==> src/rtl/i2c_apb_master.sv <==
// APB requester: turns single valid/ready commands into APB SETUP/ACCESS transfers
// against the I2C controller register block, with a PREADY wait timeout.
module i2c_apb_master #(
  parameter int ADDR_W  = 8,
  parameter int DATA_W  = 8,
  parameter int TIMEOUT = 16
) (
  input  logic              PCLK_i,
  input  logic              PRESET_i,
  input  logic              REQ_VALID_i,
  output logic              REQ_READY_o,
  input  logic              REQ_WRITE_i,
  input  logic [ADDR_W-1:0] REQ_ADDR_i,
  input  logic [DATA_W-1:0] REQ_WDATA_i,
  output logic              RSP_VALID_o,
  output logic [DATA_W-1:0] RSP_RDATA_o,
  output logic              RSP_ERR_o,
  output logic              BUSY_o,
  output logic [1:0]        DBG_STATE_o,
  output logic              PSEL_o,
  output logic              PENABLE_o,
  output logic              PWRITE_o,
  output logic [ADDR_W-1:0] PADDR_o,
  output logic [DATA_W-1:0] PWDATA_o,
  input  logic [DATA_W-1:0] PRDATA_i,
  input  logic              PREADY_i
);

  // Handshake: a request is taken on the rising edge where REQ_VALID_i and
  // REQ_READY_o are both 1; REQ_READY_o is high only in IDLE. RSP_VALID_o is a
  // one-cycle pulse with no back-pressure, and RSP_RDATA_o/RSP_ERR_o hold until
  // the next completion.
  typedef enum logic [1:0] {
    IDLE   = 2'd0,
    SETUP  = 2'd1,
    ACCESS = 2'd2
  } state_t;

  localparam bit         TO_EN   = (TIMEOUT != 0);
  localparam logic [7:0] TO_LAST = (TIMEOUT == 0) ? 8'd0 : 8'(TIMEOUT - 1);

  state_t     state;
  logic [7:0] wait_cnt;

  assign DBG_STATE_o = state;

  always_ff @(posedge PCLK_i or posedge PRESET_i) begin
    if (PRESET_i) begin
      state       <= IDLE;
      wait_cnt    <= 8'd0;
      REQ_READY_o <= 1'b1;
      BUSY_o      <= 1'b0;
      PSEL_o      <= 1'b0;
      PENABLE_o   <= 1'b0;
      PWRITE_o    <= 1'b0;
      PADDR_o     <= '0;
      PWDATA_o    <= '0;
      RSP_VALID_o <= 1'b0;
      RSP_RDATA_o <= '0;
      RSP_ERR_o   <= 1'b0;
    end else begin
      RSP_VALID_o <= 1'b0;
      case (state)
        IDLE: begin
          if (REQ_VALID_i && REQ_READY_o) begin
            PWRITE_o    <= REQ_WRITE_i;
            PADDR_o     <= REQ_ADDR_i;
            PWDATA_o    <= REQ_WRITE_i ? REQ_WDATA_i : '0;
            PSEL_o      <= 1'b1;
            REQ_READY_o <= 1'b0;
            BUSY_o      <= 1'b1;
            state       <= SETUP;
          end
        end
        SETUP: begin
          wait_cnt  <= 8'd0;
          PENABLE_o <= 1'b1;
          state     <= ACCESS;
        end
        ACCESS: begin
          // Completion takes priority over a timeout landing on the same cycle.
          if (PREADY_i || (TO_EN && wait_cnt == TO_LAST)) begin
            RSP_RDATA_o <= (PREADY_i && !PWRITE_o) ? PRDATA_i : '0;
            RSP_ERR_o   <= !PREADY_i;
            RSP_VALID_o <= 1'b1;
            PSEL_o      <= 1'b0;
            PENABLE_o   <= 1'b0;
            REQ_READY_o <= 1'b1;
            BUSY_o      <= 1'b0;
            state       <= IDLE;
          end else begin
            wait_cnt <= wait_cnt + 8'd1;
          end
        end
        default: begin
          state       <= IDLE;
          PSEL_o      <= 1'b0;
          PENABLE_o   <= 1'b0;
          REQ_READY_o <= 1'b1;
          BUSY_o      <= 1'b0;
        end
      endcase
    end
  end

endmodule

==> config.mk <==
export PLATFORM = sky130hd
export DESIGN_NAME = i2c_apb_master
export DESIGN_NICKNAME = d
export VERILOG_FILES = /design/src/rtl/i2c_apb_master.sv
export SDC_FILE = /design/constraint.sdc
export NUM_CORES = 1
export LEC_CHECK = 0
export CAP_MARGIN = 20
export CORE_ASPECT_RATIO = 0.5
export CORE_UTILIZATION = 48
export DETAILED_ROUTE_END_ITERATION = 10
export GPL_TIMING_DRIVEN = 0
export PLACE_DENSITY = 0.81
export SLEW_MARGIN = 20
export SYNTH_ARGS = -nofsm -noshare
export SYNTH_HDL_FRONTEND = slang
export SYNTH_SLANG_ARGS = --single-unit
==> constraint.sdc <==
create_clock -name PCLK_i -period 2.5 [get_ports PCLK_i]
set_input_delay 0.375 -clock PCLK_i [delete_from_list [all_inputs] [get_ports PCLK_i]]
set_output_delay 0.375 -clock PCLK_i [all_outputs]
set_load 0.005 [all_outputs]
== Word level (Yosys, flattened, before mapping) ==
Index checks and enable logic that the tools add are counted.
Word-level totals
  register bits: 40
  logic and storage cells: 49
  output and inout bits: 33
  bits of input ports: 29
Operators by class
  $add $sub $neg: 1
  reduce and logical (&&, ||, !) cells: 13
  eq/ne operators: 6
  bitwise operators: 2
  multiplexer cells: 16
Operator list (count)
  two-way mux 8 bit: 3
  case mux 8 bit (2 select lines): 1
  AND reduction 2 bit: 5
  case mux 1 bit (3 select lines): 3
  adder 8 x 1 -> 8 bit, second input constant: 1
  equality test 8 x 4 -> 1 bit, second input constant: 1
  two-way mux 1 bit: 6
  != test 2 bit, second input constant: 3
  case mux 2 bit (3 select lines): 1
  two-way mux 2 bit: 2
  AND reduction 3 bit: 1
  equality test 2 x 1 -> 1 bit, second input constant: 1
  equality test 2 bit, second input constant: 1
  logical AND 1 bit: 2
  logical NOT 1 bit: 2
  logical NOT 2 bit: 1
  NOT 1 bit: 2
  nonzero test 2 bit: 1
  logical OR 1 bit: 1

== Logic depth before layout (Yosys ltp) ==
  depth in word-level cells: 4
  depth in mapped cells: 7
  depth with buffers taken out: 4

== Worst setup path after synthesis ==
OpenSTA, ideal clock, no wires.
  kind: register to register
  from: register wait_cnt[0]
  to: register RSP_RDATA_o[2]
  setup time: 0.126 ns
  slack: 0.941 ns
  cell stages (with the launch flop): 7
  data arrival time: 1.433 ns
  cell sequence: dfrtp_1 ha_1 and3_1 clkbuf_1 a21oi_2 buf_6 a221o_1
Between the ends
  word-level cells in the longest chain between the ends: 3
RTL lines
  from (decl): RTL line 43  | logic [7:0] wait_cnt;
  from (signal assigned): RTL line 92  | wait_cnt <= wait_cnt + 8'd1;
  equality test 8 x 4 -> 1 bit: RTL line 82  | if (PREADY_i || (TO_EN && wait_cnt == TO_LAST)) begin
  logical OR 1 bit: RTL line 82
  AND reduction 2 bit (no line)
  to (signal assigned): RTL line 83  | RSP_RDATA_o <= (PREADY_i && !PWRITE_o) ? PRDATA_i : '0;
  to (decl): RTL line 16  | output logic [DATA_W-1:0] RSP_RDATA_o,
No other way between the ends.
A chain may end at the register's enable or synchronous reset.

== Worst setup path in the final report ==
  from: register wait_cnt[0]
  to: register RSP_RDATA_o[3]
Same word-level chain as after synthesis.

==> impl_metrics.toml <==
[sta]
hold_viol_final = 0
finalSetupTns_ps = 0
min_period_ps = 1790
finalSetupViolations = 0
finalWorstSetupSlack_ps = 710
report.final.slew_viol_count = 0
period_share_pct = 71.6
finClkSkew_ps = 5.25
max_freq_mhz = 559
slew_headroom_pct = 63.5
rsz0062_at_grt = "false"
tightest_slew_ps = 545

[global_route]
grt_usage_pct = 22.7
grt_antenna_before_repair = 0
gr-total-overflow = 0
grt_pass1_vias = 1390
grt_pass1_wl_mm = 6.42
grt_max_degree = 22

[power]
ir_worst_vdd_mv = 0.649
p_leak_nw = 1.16
powerDensity_nw_per_um2 = 835

[layout]
area_growth_pct = 44.1
fin_area_um2 = 2560
antenna_cells = 0
multi_input_area_um2 = 702
seq_area_um2 = 1000
drive_gt1_share_pct = 10.7
fillers = 283
layout_commonest_cell = "clkdlybuf4s50_1"
most-common-layout-cells = "60 x clkdlybuf4s50_1, 51 x nand2_1, 39 x dfrtp_1"
nets = 272

[critical_path]
critPathCaptureType = "register"
crit_fanout = 10
required_ps = 2690
start_kind = "register"
criticalPathCategory = "register to register"
arrival_ps = 1980

[clock_tree]
cts_buffers = 5
clk_latency_ps = 300
postCtsSetupBuffers = 0
cts_sinks = 40
clk_pin_slew_ps = 80
root_buffer = "clkbuf_8"
cts_tree = "yes"
holdBufCountCts = 0
htreeDepth = 2
clockBufferDepth = 2
cts_resized = 0

[synth]
synthCells = 174
synth_ff_type = "dfrtp_1"
yosys_warnings = 0
ys_ff_latch = 40
yosysSeqAreaShare_pct = 56.3
ys_async_sr_fraction_pct = 100
ys_types = 36
synth_edf_count = 0
synth.cell_area_um2 = 1780
synth.avg_cell_area_um2 = 10.2
synth_nets = 204

[drt]
routed-via-count = 1502
drt_iter0_markers = 52
wl_per_cell_um = 13.9
routed_wl_mm = 4.08
drt_pass1_iterations = 4
ant_nets = 0
drc = 0
vias_per_cell = 5.11

[job]
max_cap_violations = 0

[floorplan]
initial_core_util_pct = 51.0
dieArea_um2 = 3970
coreArea_um2 = 3490
rows = 15
chipWidth_um = 88.1
ios = 62
die_y_um = 45.1

[min_path]
hp-class = "input pin to async pin"

[placement]
placement.cell_area_um2 = 2470
dp_slack_ps = 647
globalplace.congestion = 0.769
portBuffers = 60
dp_hpwl_mm = 2.96

[run_status]
outcome = "finished, final reports clean"
-- kinds of logic (layout without fill, tap and decap cells) --
group / Yosys count / count (layout) / share of synthesized area, %
AO/OA/AOI/OAI: 22 / 22 / 10.3
adder cells (fa/ha/maj): 1 / 1 / 0.703
buffers and inverters: 16 / 85 / 4.22
flip-flops: 40 / 40 / 56.3
multiplexers: 6 / 6 / 3.38
AND/OR/NAND/NOR: 89 / 89 / 25.0
-- through the flow --
stage	utilization [%]	power (mW)	instances	hold slack, ps
2_1_floorplan	-	1.26	174	452
3_3_place_gp	70.0	1.65	285	451
3_5_place_dp	70.8	1.70	286	458
4_1_cts	73.4	2.15	294	422
5_1_grt	73.4	2.27	294	449
6_report	73.4	2.14	294	412
-- flip-flops by register name (all words and copies together), names as in the netlist, 2 cells and up --
name         cells
wait_cnt         8
PADDR_o          8
PWDATA_o         8
RSP_RDATA_o      8
DBG_STATE_o      2
-- layout make-up --
| cell class | count | area share [%] |
|---|---|---|
| flip-flops and latches | 40 | 39.1 |
| multi-input cells | 118 | 27.4 |
| repair buffers | 61 | 24.5 |
| clock buffers | 6 | 3.22 |
| well taps | 51 | 2.49 |
| plain buffers | 11 | 2.20 |
| inverters | 5 | 0.732 |
| clock inverters | 2 | 0.390 |
-- power by group --
| group | internal (mW) | leakage [nW] | switching [mW] |
|---|---|---|---|
| Combinational | 0.416 | 0.626 | 0.249 |
| Sequential | 0.855 | 0.478 | 0.168 |
| Clock | 0.220 | 0.0510 | 0.233 |
-- worst max-delay path: stages, from the launching register on --
cell and delay (ps):
dfrtp_1 430, ha_1 210, and3_1 150, clkbuf_1 240, a21oi_2 140, buf_6 160
a221o_1 350
-- Yosys cell counts, types with 2 or more instances --
cell type  count  area [um^2]
a21oi_1        5         25.0
a221o_1        5         50.1
a221o_2        4         45.0
and2_1         8         50.1
and3_1         2         12.5
buf_1          2         7.51
buf_2          3         15.0
clkbuf_1       4         15.0
dfrtp_1       39          976
inv_1          4         15.0
mux2i_1        6         60.1
nand2_1       51          191
nand2b_1       4         25.0
nand3_1       10         50.1
nor2_1         4         15.0
nor2b_1        2         12.5
o21a_1         2         15.0
-- routing by layer --
metal / global-route usage (%) / vias to the layer above / share of wire (%) / wire (um)
met5: 0 / - / 0 / 0
met4: 9.68 / 0 / 1.4 / 56
met3: 6.03 / 7 / 4.3 / 177
met2: 39.2 / 36 / 50 / 2060
met1: 27.6 / 736 / 44 / 1790
li1: - / 723 / - / -
-- path summary, 6_finish.rpt --
kind | cells past startpoint | to | start | slack [ps]
min in group PCLK_i | 3 | PWRITE_o | REQ_WRITE_i | 450
max | 6 | RSP_RDATA_o[3] | wait_cnt[0] | 710
min reg2reg | 2 | PWDATA_o[6] | PWDATA_o[6] | 480
max reg2reg | 6 | RSP_RDATA_o[3] | wait_cnt[0] | 710
max in group asynchronous | 3 | REQ_READY_o | PRESET_i | 1530
min | 2 | RSP_RDATA_o[3] | PRESET_i | 410
(Power assumes the default switching activity.)
